[config.mk]
export PLATFORM = sky130hd
export DESIGN_NAME = rp_cmd_sequencer
export DESIGN_NICKNAME = d
export VERILOG_FILES = /design/src/rtl/rp_cmd_sequencer.sv
export SDC_FILE = /design/constraint.sdc
export NUM_CORES = 1
export LEC_CHECK = 0
export ABC_AREA = 1
export BUFFER_PORTS_ARGS = -buffer_cell sky130_fd_sc_hd__buf_2
export CAP_MARGIN = 20
export CORE_UTILIZATION = 54
export DETAILED_ROUTE_END_ITERATION = 8
export GPL_TIMING_DRIVEN = 0
export PLACE_DENSITY = 0.79
export SYNTH_ARGS = -nofsm -noshare
export SYNTH_HDL_FRONTEND = slang
export SYNTH_SLANG_ARGS = --single-unit
[constraint.sdc]
create_clock -name clk -period 1.7 [get_ports clk]
set_clock_uncertainty 0.05 [all_clocks]
set_input_delay 0.34 -clock clk [delete_from_list [all_inputs] [get_ports clk]]
set_output_delay 0.34 -clock clk [all_outputs]
set_load 0.03 [all_outputs]
[src/rtl/rp_cmd_sequencer.sv]
`default_nettype none
// ============================================================================
// Module      : rp_cmd_sequencer
// Description : Byte-stream command sequencer for a compiled ripstop DUT.
//               Decodes single-byte host commands ('h' read, 'i' quit,
//               'j'/'k' DUT reset control, 'l' step, 'm' load inputs), owns
//               the DUT reset, step enable and input vector, and serializes
//               the DUT output vector back to the host LSB first.
// Revision    : 1.0  initial release
// ============================================================================
module rp_cmd_sequencer #(
  parameter int INPUT_BYTES  = 4,
  parameter int OUTPUT_WORDS = 1,
  parameter int STEP_CYCLES  = 3
) (
  input  logic                      clk,
  input  logic                      rst,
  input  logic [7:0]                cmd_data,
  input  logic                      cmd_valid,
  output logic                      cmd_ready,
  output logic [7:0]                rsp_data,
  output logic                      rsp_valid,
  input  logic                      rsp_ready,
  input  logic [OUTPUT_WORDS*32-1:0] dut_out,
  output logic [INPUT_BYTES*8-1:0]  dut_in,
  output logic                      dut_rst,
  output logic                      dut_step,
  output logic                      done,
  output logic                      error,
  output logic [7:0]                err_code
);

  localparam int IN_W      = INPUT_BYTES * 8;
  localparam int OUT_W     = OUTPUT_WORDS * 32;
  localparam int OUT_BYTES = OUTPUT_WORDS * 4;
  localparam int LCW       = $clog2(INPUT_BYTES + 1);
  localparam int SCW       = $clog2(STEP_CYCLES + 1);
  localparam int BCW       = $clog2(OUT_BYTES + 1);

  localparam logic [LCW-1:0] C_LOAD_LAST = LCW'(INPUT_BYTES - 1);
  localparam logic [SCW-1:0] C_STEP_LAST = SCW'(STEP_CYCLES);
  localparam logic [BCW-1:0] C_SEND_LAST = BCW'(OUT_BYTES - 1);

  localparam logic [7:0] C_CMD_READ  = 8'h68;
  localparam logic [7:0] C_CMD_QUIT  = 8'h69;
  localparam logic [7:0] C_CMD_RSTON = 8'h6A;
  localparam logic [7:0] C_CMD_RSTOF = 8'h6B;
  localparam logic [7:0] C_CMD_STEP  = 8'h6C;
  localparam logic [7:0] C_CMD_LOAD  = 8'h6D;

  typedef enum logic [2:0] {
    ST_IDLE = 3'd0,
    ST_LOAD = 3'd1,
    ST_STEP = 3'd2,
    ST_SEND = 3'd3,
    ST_HALT = 3'd4
  } state_t;

  state_t            state_q,     state_d;
  logic              cmd_ready_q, cmd_ready_d;
  logic              rsp_valid_q, rsp_valid_d;
  logic [7:0]        rsp_data_q,  rsp_data_d;
  logic [IN_W-1:0]   dut_in_q,    dut_in_d;
  logic [IN_W-1:0]   shadow_q,    shadow_d;
  logic              dut_rst_q,   dut_rst_d;
  logic              dut_step_q,  dut_step_d;
  logic              done_q,      done_d;
  logic              error_q,     error_d;
  logic [7:0]        err_code_q,  err_code_d;
  logic [OUT_W-1:0]  snap_q,      snap_d;
  logic [LCW-1:0]    load_cnt_q,  load_cnt_d;
  logic [SCW-1:0]    step_cnt_q,  step_cnt_d;
  logic [BCW-1:0]    byte_idx_q,  byte_idx_d;

  logic              w_accept;
  logic              w_rsp_xfer;
  logic [IN_W+7:0]   w_shift;

  assign w_accept   = cmd_valid && cmd_ready_q;
  assign w_rsp_xfer = rsp_valid_q && rsp_ready;
  // New byte enters at the top so the first byte of a load ends up lowest.
  assign w_shift    = {cmd_data, shadow_q};

  // Next-state and registered-output computation for the command FSM.
  always_comb begin
    state_d     = state_q;
    rsp_valid_d = rsp_valid_q;
    rsp_data_d  = rsp_data_q;
    dut_in_d    = dut_in_q;
    shadow_d    = shadow_q;
    dut_rst_d   = dut_rst_q;
    dut_step_d  = dut_step_q;
    done_d      = done_q;
    error_d     = error_q;
    err_code_d  = err_code_q;
    snap_d      = snap_q;
    load_cnt_d  = load_cnt_q;
    step_cnt_d  = step_cnt_q;
    byte_idx_d  = byte_idx_q;

    case (state_q)
      ST_IDLE: begin
        if (w_accept) begin
          case (cmd_data)
            C_CMD_READ: begin
              // First byte goes out immediately; the rest stays in the snapshot.
              rsp_data_d  = dut_out[7:0];
              snap_d      = dut_out >> 8;
              byte_idx_d  = '0;
              rsp_valid_d = 1'b1;
              state_d     = ST_SEND;
            end
            C_CMD_QUIT: begin
              done_d  = 1'b1;
              state_d = ST_HALT;
            end
            C_CMD_RSTON: dut_rst_d = 1'b1;
            C_CMD_RSTOF: dut_rst_d = 1'b0;
            C_CMD_STEP: begin
              dut_step_d = 1'b1;
              step_cnt_d = SCW'(1);
              state_d    = ST_STEP;
            end
            C_CMD_LOAD: begin
              load_cnt_d = '0;
              state_d    = ST_LOAD;
            end
            default: begin
              error_d    = 1'b1;
              err_code_d = cmd_data;
              state_d    = ST_HALT;
            end
          endcase
        end
      end

      ST_LOAD: begin
        if (w_accept) begin
          shadow_d = w_shift[IN_W+7:8];
          if (load_cnt_q == C_LOAD_LAST) begin
            // Whole vector transfers at once so the DUT never sees a partial load.
            dut_in_d   = w_shift[IN_W+7:8];
            load_cnt_d = '0;
            state_d    = ST_IDLE;
          end else begin
            load_cnt_d = load_cnt_q + 1'b1;
          end
        end
      end

      ST_STEP: begin
        if (step_cnt_q == C_STEP_LAST) begin
          dut_step_d = 1'b0;
          step_cnt_d = '0;
          state_d    = ST_IDLE;
        end else begin
          step_cnt_d = step_cnt_q + 1'b1;
        end
      end

      ST_SEND: begin
        if (w_rsp_xfer) begin
          if (byte_idx_q == C_SEND_LAST) begin
            rsp_valid_d = 1'b0;
            byte_idx_d  = '0;
            state_d     = ST_IDLE;
          end else begin
            rsp_data_d = snap_q[7:0];
            snap_d     = snap_q >> 8;
            byte_idx_d = byte_idx_q + 1'b1;
          end
        end
      end

      ST_HALT: begin
        rsp_valid_d = 1'b0;
      end

      default: state_d = ST_IDLE;
    endcase

    // Ready is registered, so it follows the state being entered.
    cmd_ready_d = (state_d == ST_IDLE) || (state_d == ST_LOAD);
  end

  // State and output registers with synchronous reset.
  always_ff @(posedge clk) begin
    if (rst) begin
      state_q     <= ST_IDLE;
      cmd_ready_q <= 1'b0;
      rsp_valid_q <= 1'b0;
      rsp_data_q  <= '0;
      dut_in_q    <= '0;
      shadow_q    <= '0;
      dut_rst_q   <= 1'b1;
      dut_step_q  <= 1'b0;
      done_q      <= 1'b0;
      error_q     <= 1'b0;
      err_code_q  <= '0;
      snap_q      <= '0;
      load_cnt_q  <= '0;
      step_cnt_q  <= '0;
      byte_idx_q  <= '0;
    end else begin
      state_q     <= state_d;
      cmd_ready_q <= cmd_ready_d;
      rsp_valid_q <= rsp_valid_d;
      rsp_data_q  <= rsp_data_d;
      dut_in_q    <= dut_in_d;
      shadow_q    <= shadow_d;
      dut_rst_q   <= dut_rst_d;
      dut_step_q  <= dut_step_d;
      done_q      <= done_d;
      error_q     <= error_d;
      err_code_q  <= err_code_d;
      snap_q      <= snap_d;
      load_cnt_q  <= load_cnt_d;
      step_cnt_q  <= step_cnt_d;
      byte_idx_q  <= byte_idx_d;
    end
  end

  assign cmd_ready = cmd_ready_q;
  assign rsp_valid = rsp_valid_q;
  assign rsp_data  = rsp_data_q;
  assign dut_in    = dut_in_q;
  assign dut_rst   = dut_rst_q;
  assign dut_step  = dut_step_q;
  assign done      = done_q;
  assign error     = error_q;
  assign err_code  = err_code_q;

endmodule
`default_nettype wire

==> out/qor.csv <==
stage,metric,value,unit
critical_path,r2r_end,snap_q[10],
yosys,synth_area,4790,sq um
route,drc,0,
hold_path,holdPathEnd,shadow_q[28],
critical_path,cp_max_fo,7,
place,numPlacedInstances,888,
critical_path,cp.arrival,2010,ps
yosys,syn_inst,687,
hold_path,hold_path.class,input pin to flop,
layout,multi_input_area,2140,sq um
layout,drive_above_1_share,23.4,%
clocking,htreeDepth,4,
route,totalWireLength,13.1,mm
sta,fin_crit,1650,ps
grt,grtUsageTotal,28.6,%
critical_path,ff2ff_setup_slack,50,ps
clocking,cts-hold-fix-buffers,0,
power,power_density,1080,nW/um^2
hold_path,whs_path_depth,3,
yosys,syn_nets,734,
status,status,"complete, no violations",
sta,fin_crit_sh,96.8,%
hold_path,hp-start,cmd_data[4],
grt,grt.overflow.total,0,
yosys,postSynthAreaPerCell,6.97,sq um
sta,layout_setup_ws,54.2,ps
layout,antenna_cells,0,
sta,hold_viol,0,
yosys,synth_warnings,0,
route,drt_first_pass_iters,6,
grt,grt_pass1_vias,4452,
place,io_buffers,96,
sta,final_max_slew_viol_count,0,
place,gp_congestion,0.879,
place,pre_cts_slack,-158,ps
route,num_vias,4948,
die,die_h,96.2,um
die,initial_core_util,57.1,%
yosys,synth_top_area_share,47.2,%
yosys,yosysSeqAreaShare,47.2,%
power,max-vdd-ir-drop,0.000661,V
route,via_per_inst,5.35,
grt,antenna_found_initial,0,
layout,fillers,634,
die,core,8380,sq um
die,die_area,9250,sq um
clocking,clockBufferDepth,2,
clocking,clk_latency,530,ps
route,routedWlPerCell,14.1,um
sta,tns,0,ps
die,io_pins,98,
layout,final_cell_count_no_fill,925,
route,ant_nets,0,
route,dr.first_iter.drc_count,306,
die,die_x,96.2,um
flow_run,cap_violations,0,
yosys,ys_types,25,
critical_path,required,2070,ps
yosys,synth_top_area_cell,dfxtp_1,
sta,fmax,608,MHz
sta,setup_viol_count_final,0,
layout,layout-area-overhead-vs-synth,29.2,%
critical_path,worstSetupPathType,flop to flop,
yosys,synthTopCellsByArea,"dfxtp_1 (47%), nand2_1 (13%), nor2_1 (9.6%), o21ai_0 (7.4%), a21oi_1 (5.6%)",
critical_path,crit_path_end_kind,flop,
yosys,ys_ff_latch,113,
grt,grt_start_max_net_pins,17,
layout,final-seq-area,2270,sq um
critical_path,start_kind,flop,
clocking,cts_buffers,17,
place,dp_hpwl,8.53,mm
clocking,cts_tree,done,
sta,tightest_slew,649,ps
clocking,clkSlewWorstSetupHoldPaths,50,ps
sta,whs,32.8,ps
clocking,ctsRootBufferMaster,clkbuf_8,
die,row_count,33,
sta,relSlewSlack,56.7,%
clocking,cts_sinks,113,
critical_path,r2r-start,state_q[1],
layout,fin_nets,855,
grt,grt_first_pass_wirelength,20.1,mm
power,total_leakage_power,3.07,nW
critical_path,ff2ff_path_depth,12,
per-stage QoR:
step                      cell area, sq um  util (%)  total power, mW
after detailed placement              5400      64.4             3.25
final                                 6190      73.8             6.71
after global placement                5400      64.4             3.24
after floorplan                       4790         -             3.09
after global routing                  6190      73.8             6.90
after CTS                             6010      71.7             6.65
worst max-delay path, stage by stage (launching register included):
cell	delay, ps
dfxtp_4	360
inv_1	90
nand2_2	80
nor2_4	180
nand2_2	70
nand2_2	60
inv_2	70
nand3_4	90
buf_8	160
buf_8	120
nand2_1	70
nand2_1	90
nor2_1	50
power by group:
part | total, mW | internal [mW] | leakage [nW] | switching (mW)
Clock | 3.46 | 2.25 | 0.274 | 1.21
Sequential | 2.73 | 2.71 | 0.915 | 0.0288
Combinational | 0.510 | 0.181 | 1.88 | 0.329
worst max path at each step:
stage                               end          start  cells after the start
after floorplan              dut_in[10]      cmd_ready                      8
after global placement       snap_q[10]    cmd_data[7]                     11
after detailed placement     dut_in[16]  load_cnt_q[0]                      9
after CTS                     snap_q[8]     state_q[1]                      9
after global routing      byte_idx_q[0]     state_q[2]                      7
final                        snap_q[10]     state_q[1]                     12
state kept, by name, summed over array words and instances, names as in the netlist, 2 cells and up:
name / count
shadow_q: 24
err_code: 8
dut_in: 32
load_cnt_q: 3
step_cnt_q: 2
byte_idx_q: 3
state_q: 3
snap_q: 24
rsp_data: 8
synth_stat cells (all sizes together):
master / count
o21ai: 72
nand2: 169
nand3: 22
a21oi: 54
a211oi: 2
buf: 18
nor3: 1
nor2: 135
inv: 66
and2: 1
ha: 3
o21bai: 1
nand4: 10
dfxtp: 113
clkbuf: 20
cell families (layout without fill, tap and decap cells):
family	Yosys count	in the layout	share of synthesized area, %
fa+ha+maj	3	3	0.784
buf+inv	104	237	9.15
compound gates	129	129	13.6
simple gates	338	338	29.2
flops	113	113	47.2
what timing repair did:
item,in CTS,in global routing
gates cloned,0,3
setup buffers,1,2
resized for setup,11,40
pin swaps,1,4
setup endpoints to repair,44,87
area by class of cell:
| cell class | count | share of cell area (%) |
|---|---|---|
| Buffer | 38 | 3.94 |
| Clock buffer | 21 | 7.10 |
| Clock inverter | 10 | 2.20 |
| Inverter | 66 | 4.00 |
| Multi-Input combinational cell | 470 | 34.6 |
| Sequential cell | 113 | 36.7 |
| Tap cell | 105 | 2.12 |
| Timing Repair Buffer | 102 | 9.34 |
layout by cell type, fill, tap and decap left out, types with 4 or more instances in the layout:
| cell | n |
|---|---|
| a21oi_1 | 53 |
| buf_2 | 104 |
| buf_4 | 6 |
| buf_6 | 4 |
| clkbuf_1 | 16 |
| clkbuf_16 | 19 |
| clkbuf_2 | 4 |
| dfxtp_1 | 110 |
| inv_1 | 60 |
| inv_2 | 6 |
| nand2_1 | 163 |
| nand2_2 | 5 |
| nand3_1 | 21 |
| nand4_1 | 10 |
| nor2_1 | 117 |
| nor2_2 | 12 |
| nor2_4 | 6 |
| o21ai_0 | 71 |
layer usage:
layer / global-route usage, % / vias to the layer above / part of all wire (%)
met5: 0 / - / 0
met4: 13.8 / 0 / 2.7
met3: 6.48 / 38 / 7.6
met2: 47.8 / 223 / 48
met1: 34.7 / 2277 / 42
li1: - / 2410 / -
No activity file was read; power rests on OpenSTA's default activity.
